<file path="config.mk">
export PLATFORM = sky130hd
export DESIGN_NAME = decode_issue_flat
export DESIGN_NICKNAME = d
export VERILOG_FILES = /design/src/rtl/decode_issue_if.sv /design/src/rtl/decode_issue.sv /design/src/flat_wrapper.sv
export SDC_FILE = /design/constraint.sdc
export NUM_CORES = 1
export LEC_CHECK = 0
export ABC_AREA = 1
export CAP_MARGIN = 20
export CORE_ASPECT_RATIO = 0.5
export CORE_UTILIZATION = 57
export DETAILED_ROUTE_END_ITERATION = 8
export PLACE_DENSITY = 0.9
export SYNTH_ARGS = -nofsm -noshare
export SYNTH_HDL_FRONTEND = slang
export SYNTH_SLANG_ARGS = --single-unit
</file>
<file path="constraint.sdc">
create_clock -name clk -period 7.99 [get_ports clk]
set_input_delay 2.397 -clock clk [delete_from_list [all_inputs] [get_ports clk]]
set_output_delay 2.397 -clock clk [all_outputs]
set_load 0.01 [all_outputs]
</file>
<file path="src/rtl/decode_issue_if.sv">
// rtl/decode_issue_if.sv - instruction, writeback and execute-side signals of the decode/issue stage
interface decode_issue_if #(
  parameter int XLEN = 16
);
  logic            instr_valid_i;
  logic            instr_ready_o;
  logic [15:0]     instr_i;

  logic            wb_en_i;
  logic [2:0]      wb_rd_i;
  logic [XLEN-1:0] wb_data_i;

  logic            ex_valid_o;
  logic            ex_ready_i;
  logic [XLEN-1:0] rs1_data_o;
  logic [XLEN-1:0] rs2_data_o;
  logic [XLEN-1:0] imm_o;
  logic            imm_en_o;
  logic [3:0]      func4_o;
  logic [2:0]      rd_o;
  logic            rd_wr_o;

  modport master (
    output instr_valid_i, instr_i, wb_en_i, wb_rd_i, wb_data_i, ex_ready_i,
    input  instr_ready_o, ex_valid_o, rs1_data_o, rs2_data_o, imm_o, imm_en_o,
           func4_o, rd_o, rd_wr_o
  );

  modport slave (
    input  instr_valid_i, instr_i, wb_en_i, wb_rd_i, wb_data_i, ex_ready_i,
    output instr_ready_o, ex_valid_o, rs1_data_o, rs2_data_o, imm_o, imm_en_o,
           func4_o, rd_o, rd_wr_o
  );
endinterface

</file>
<file path="src/rtl/decode_issue.sv">
// rtl/decode_issue.sv - decode, register read with writeback bypass, scoreboard hazard stall and issue register
module decode_issue #(
  parameter int XLEN  = 16,
  parameter int NREGS = 8
) (
  input  logic          clk,
  input  logic          rst,
  decode_issue_if.slave bus
);

  logic [XLEN-1:0]  rf [NREGS];
  logic [NREGS-1:0] busy;
  logic [NREGS-1:0] busy_next;
  logic [NREGS-1:0] wb_hit;
  logic [NREGS-1:0] pending;

  logic            dec_imm_en;
  logic [3:0]      dec_func4;
  logic [2:0]      dec_rd;
  logic [2:0]      dec_rs1;
  logic [2:0]      dec_rs2;
  logic [XLEN-1:0] dec_imm;
  logic [XLEN-1:0] rd_val1;
  logic [XLEN-1:0] rd_val2;
  logic            stall;
  logic            ready;
  logic            issue;

  logic            ex_valid_q;
  logic [XLEN-1:0] rs1_data_q;
  logic [XLEN-1:0] rs2_data_q;
  logic [XLEN-1:0] imm_q;
  logic            imm_en_q;
  logic [3:0]      func4_q;
  logic [2:0]      rd_q;
  logic            rd_wr_q;

  assign dec_imm_en = bus.instr_i[15];
  assign dec_func4  = bus.instr_i[14:11];
  assign dec_rd     = bus.instr_i[10:8];
  assign dec_rs1    = bus.instr_i[7:5];
  assign dec_rs2    = bus.instr_i[4:2];
  assign dec_imm    = {{(XLEN-5){bus.instr_i[4]}}, bus.instr_i[4:0]};

  // A register being written back this cycle is no longer pending, and reads see the new value.
  assign wb_hit  = bus.wb_en_i ? (NREGS'(1) << bus.wb_rd_i) : '0;
  assign pending = busy & ~wb_hit;

  always_comb begin
    rd_val1 = rf[dec_rs1];
    rd_val2 = rf[dec_rs2];
    if (bus.wb_en_i && bus.wb_rd_i == dec_rs1) rd_val1 = bus.wb_data_i;
    if (bus.wb_en_i && bus.wb_rd_i == dec_rs2) rd_val2 = bus.wb_data_i;
    if (dec_rs1 == 3'd0) rd_val1 = '0;
    if (dec_rs2 == 3'd0) rd_val2 = '0;
  end

  assign stall = pending[dec_rs1]
              || (!dec_imm_en && pending[dec_rs2])
              || (dec_rd != 3'd0 && pending[dec_rd]);
  assign ready = !stall && (!ex_valid_q || bus.ex_ready_i);
  assign issue = bus.instr_valid_i && ready;

  // Set on issue is applied after the writeback clear so it wins on a collision.
  always_comb begin
    busy_next = busy;
    if (bus.wb_en_i) busy_next[bus.wb_rd_i] = 1'b0;
    if (issue && dec_rd != 3'd0) busy_next[dec_rd] = 1'b1;
    busy_next[0] = 1'b0;
  end

  always_ff @(posedge clk or posedge rst) begin
    if (rst) begin
      for (int i = 0; i < NREGS; i++) rf[i] <= '0;
      busy <= '0;
    end else begin
      if (bus.wb_en_i && bus.wb_rd_i != 3'd0) rf[bus.wb_rd_i] <= bus.wb_data_i;
      busy <= busy_next;
    end
  end

  always_ff @(posedge clk or posedge rst) begin
    if (rst) begin
      ex_valid_q <= 1'b0;
      rs1_data_q <= '0;
      rs2_data_q <= '0;
      imm_q      <= '0;
      imm_en_q   <= 1'b0;
      func4_q    <= '0;
      rd_q       <= '0;
      rd_wr_q    <= 1'b0;
    end else if (issue) begin
      ex_valid_q <= 1'b1;
      rs1_data_q <= rd_val1;
      rs2_data_q <= rd_val2;
      imm_q      <= dec_imm;
      imm_en_q   <= dec_imm_en;
      func4_q    <= dec_func4;
      rd_q       <= dec_rd;
      rd_wr_q    <= (dec_rd != 3'd0);
    end else if (bus.ex_ready_i) begin
      ex_valid_q <= 1'b0;
    end
  end

  assign bus.instr_ready_o = ready;
  assign bus.ex_valid_o    = ex_valid_q;
  assign bus.rs1_data_o    = rs1_data_q;
  assign bus.rs2_data_o    = rs2_data_q;
  assign bus.imm_o         = imm_q;
  assign bus.imm_en_o      = imm_en_q;
  assign bus.func4_o       = func4_q;
  assign bus.rd_o          = rd_q;
  assign bus.rd_wr_o       = rd_wr_q;

endmodule

</file>
<file path="src/flat_wrapper.sv">
// flat-port wrapper written by rule: the top's interface ports become plain ports
module decode_issue_flat 
#(
  parameter int XLEN  = 16,
  parameter int NREGS = 8
)
  (clk, rst, bus_instr_valid_i, bus_instr_i, bus_wb_en_i, bus_wb_rd_i, bus_wb_data_i, bus_ex_ready_i, bus_instr_ready_o, bus_ex_valid_o, bus_rs1_data_o, bus_rs2_data_o, bus_imm_o, bus_imm_en_o, bus_func4_o, bus_rd_o, bus_rd_wr_o);
  decode_issue_if #(.XLEN(XLEN)) bus_i ();
  input  logic clk;
  input  logic rst;
  input wire logic [$bits(bus_i.instr_valid_i)-1:0] bus_instr_valid_i;
  input wire logic [$bits(bus_i.instr_i)-1:0] bus_instr_i;
  input wire logic [$bits(bus_i.wb_en_i)-1:0] bus_wb_en_i;
  input wire logic [$bits(bus_i.wb_rd_i)-1:0] bus_wb_rd_i;
  input wire logic [$bits(bus_i.wb_data_i)-1:0] bus_wb_data_i;
  input wire logic [$bits(bus_i.ex_ready_i)-1:0] bus_ex_ready_i;
  output wire logic [$bits(bus_i.instr_ready_o)-1:0] bus_instr_ready_o;
  output wire logic [$bits(bus_i.ex_valid_o)-1:0] bus_ex_valid_o;
  output wire logic [$bits(bus_i.rs1_data_o)-1:0] bus_rs1_data_o;
  output wire logic [$bits(bus_i.rs2_data_o)-1:0] bus_rs2_data_o;
  output wire logic [$bits(bus_i.imm_o)-1:0] bus_imm_o;
  output wire logic [$bits(bus_i.imm_en_o)-1:0] bus_imm_en_o;
  output wire logic [$bits(bus_i.func4_o)-1:0] bus_func4_o;
  output wire logic [$bits(bus_i.rd_o)-1:0] bus_rd_o;
  output wire logic [$bits(bus_i.rd_wr_o)-1:0] bus_rd_wr_o;
  assign bus_i.instr_valid_i = bus_instr_valid_i;
  assign bus_i.instr_i = bus_instr_i;
  assign bus_i.wb_en_i = bus_wb_en_i;
  assign bus_i.wb_rd_i = bus_wb_rd_i;
  assign bus_i.wb_data_i = bus_wb_data_i;
  assign bus_i.ex_ready_i = bus_ex_ready_i;
  assign bus_instr_ready_o = bus_i.instr_ready_o;
  assign bus_ex_valid_o = bus_i.ex_valid_o;
  assign bus_rs1_data_o = bus_i.rs1_data_o;
  assign bus_rs2_data_o = bus_i.rs2_data_o;
  assign bus_imm_o = bus_i.imm_o;
  assign bus_imm_en_o = bus_i.imm_en_o;
  assign bus_func4_o = bus_i.func4_o;
  assign bus_rd_o = bus_i.rd_o;
  assign bus_rd_wr_o = bus_i.rd_wr_o;
  decode_issue #(.XLEN(XLEN), .NREGS(NREGS)) u_core (.clk(clk), .rst(rst), .bus(bus_i));
endmodule
</file>
==> results_dict.tcl <==
set metrics [dict create \
    status "finished, final reports clean" \
    diodes 0 \
    synth.avg_cell_area_um2 7.653 \
    cts_root_buf "clkbuf_16" \
    grt-ovfl-total 0 \
    power.density_mw_per_mm2 276.4 \
    cts.sinks 182 \
    grt_pass1_vias 8896 \
    hpwl_um 19580 \
    viasPerCell 6.498 \
    synth_cell_types 28 \
    period_minus_slack_ns 7.096 \
    post_cts_buffers 0 \
    worstSetupPathType "in2out" \
    ys_seq_elements 182 \
    yosysMostFrequentCell "nand2_1" \
    die_h_um 92.57 \
    power_w 0.003022 \
    r2r_end "u_core.bus.rs2_data_o[1]" \
    r2r_slack_ns 5.04 \
    vias 9675 \
    nets 1295 \
    dieArea_mm2 0.01695 \
    synth_top_area_share_pct 48.70 \
    clk_pin_slew_ns 0.06 \
    synth_commonest_cells "291 x nand2_1, 228 x o21ai_0, 182 x dfrtp_1" \
    fmax_mhz 140.9 \
    placed_area_mm2 0.01030 \
    grt_start_max_net_pins 78 \
    holdCritPathClass "reg2reg" \
    h-tree-depth 4 \
    wl_per_cell_um 20.83 \
    worst_clock_skew_ns 0.01027 \
    end_kind "output pin" \
    die_width_um 183.1 \
    synth_top_area_cell "dfrtp_1" \
    cts_tree "built" \
    slew_headroom_pct 34.73 \
    cp_max_fo 33 \
    whs_endpoint "u_core.rf[124]" \
    core_area_mm2 0.01570 \
    fin_worst_hold_slack_ns 0.3802 \
    synth_nets 1262 \
    yosys-top-cells-area "dfrtp_1 49%, o21ai_0 12%, nand2_1 12%, a21oi_1 5.1%, nor2_1 3.5%" \
    synth-main-ff-cell "dfrtp_1" \
    wirelength_um 31020 \
    vdd_drop_max_v 0.0001690 \
    worstPathRequired_ns 5.59 \
    slew_violations 0 \
    yosys_warnings 0 \
    worstHoldStart "u_core.rf[124]" \
    ios 99 \
    first_pass_iters 7 \
    holdPathStages 0 \
    drt_iter0_drc 1723 \
    reg2reg_from "u_core.busy[3]" \
    grt_pass1_wl_um 48560 \
    area_growth_pct 16.92 \
    antenna_found_initial 2 \
    ff2ff_path_depth 12 \
    drive_above_1_share_pct 6.309 \
    synth_edf_count 0 \
    insertion_delay_ns 0.43 \
    gp_congestion 0.9346 \
    synthCells 1222 \
    remaining_drc_errors 0 \
    critPathArrivalTime_ns 4.70 \
    min_period_over_period_pct 88.82 \
    max_cap_violations 0 \
    cts_resized 0 \
    critPathLaunch "bus_wb_rd_i[1]" \
    ctsHoldBuffers 0 \
    rows 32 \
    tns_ns 0 \
    fin_util_pct 69.67 \
    cp-start-kind "primary input" \
    hold_viol 0 \
    synth_area_mm2 0.009351 \
    max_slew.worst_pin.slew_ns 0.9791 \
    port_buffers 98 \
    cts_buffers 17 \
    p_leak_nw 5.137 \
    rsz0062_at_grt "false" \
    grt_usage_pct 37.68 \
    ys_seq_area_share_pct 48.70 \
    design_area_mm2 0.01093 \
    clockBufferDepth 2 \
    async_reset_ff_share_pct 100.0 \
    drtAntennaViolNets 0 \
    setup_viol 0 \
    initial_core_util_pct 59.58 \
]
## registers in the layout, summed over array words and instances (netlist names)
name                   flops
u_core.busy                7
u_core.bus.imm_o           5
u_core.bus.rs2_data_o     16
u_core.bus.func4_o         4
u_core.bus.rd_o            3
u_core.bus.rd_wr_o         1
u_core.bus.imm_en_o        1
u_core.bus.rs1_data_o     16
u_core.bus.ex_valid_o      1
u_core.rf                128
## through the flow
stage | setup WS (ns) | std cells
finish | 0.8936 | 1489
global route | 0.7460 | 1489
global placement | 0.9484 | 1455
detailed placement | 0.9069 | 1455
CTS | 0.9057 | 1487
floorplan | 0.6493 | 1222
## how the worst max path moves through the flow
stage                                  endpoint  slack, ns  cells after the start
after floorplan           u_core.bus.ex_valid_o       0.65                      1
after global placement        bus_instr_ready_o       0.95                     13
after detailed placement      bus_instr_ready_o       0.91                     13
after CTS                     bus_instr_ready_o       0.91                     13
after global routing          bus_instr_ready_o       0.75                     13
final                         bus_instr_ready_o       0.89                     13
## cell type report
cell class              instances  area, µm²
repair buffers                127       1234
inverters                      80      305.3
multi-input cells             847       3988
fillers                      1183       4761
clock buffers                  19      432.9
clock inverters                13      143.9
flip-flops and latches        182       4554
well taps                     221      276.5
## cell families (layout without fill, tap and decap cells)
logic type	count (synthesis)	count (layout)	synth area share (%)
xor+xnor	1	1	0.09368
buf+inv	193	239	8.657
compound gates	386	386	22.65
flops	182	182	48.70
simple gates	460	460	19.90
## report_power, final
part           internal, W  leakage, nW  switching, W
clock             0.000441        0.265      0.000388
sequential         0.00114         2.30      0.000160
combinational     0.000401         2.57      0.000492
## layout by cell type, fill, tap and decap left out, drive strengths merged, types with 7 or more instances in the layout
cell type,n
nand2,293
o21ai,234
dfrtp,182
clkdlybuf4s50,97
a21oi,95
nor2,89
inv,85
nand3,59
o221ai,32
buf,30
clkbuf,19
o2111ai,8
nand4,7
## critical path: stages
cell and delay (ns):
clkdlybuf4s50_1 0.64, inv_2 0.07, nor2_1 0.12, nand2_1 0.06, buf_4 0.25, nand2_1 0.13, nand2_1 0.05, nand2_1 0.06
nor2_1 0.03, nand3_1 0.06, nand3_1 0.12, nor2_4 0.14, clkdlybuf4s50_1 0.56
## metal layers
| layer | track usage, % | wire, µm |
|---|---|---|
| met1 | 52.30 | 11860 |
| met2 | 54.59 | 12600 |
| met3 | 11.92 | 5157 |
| met4 | 15.69 | 1380 |
| met5 | 0 | 21 |
No activity file was read; power rests on OpenSTA's default activity.
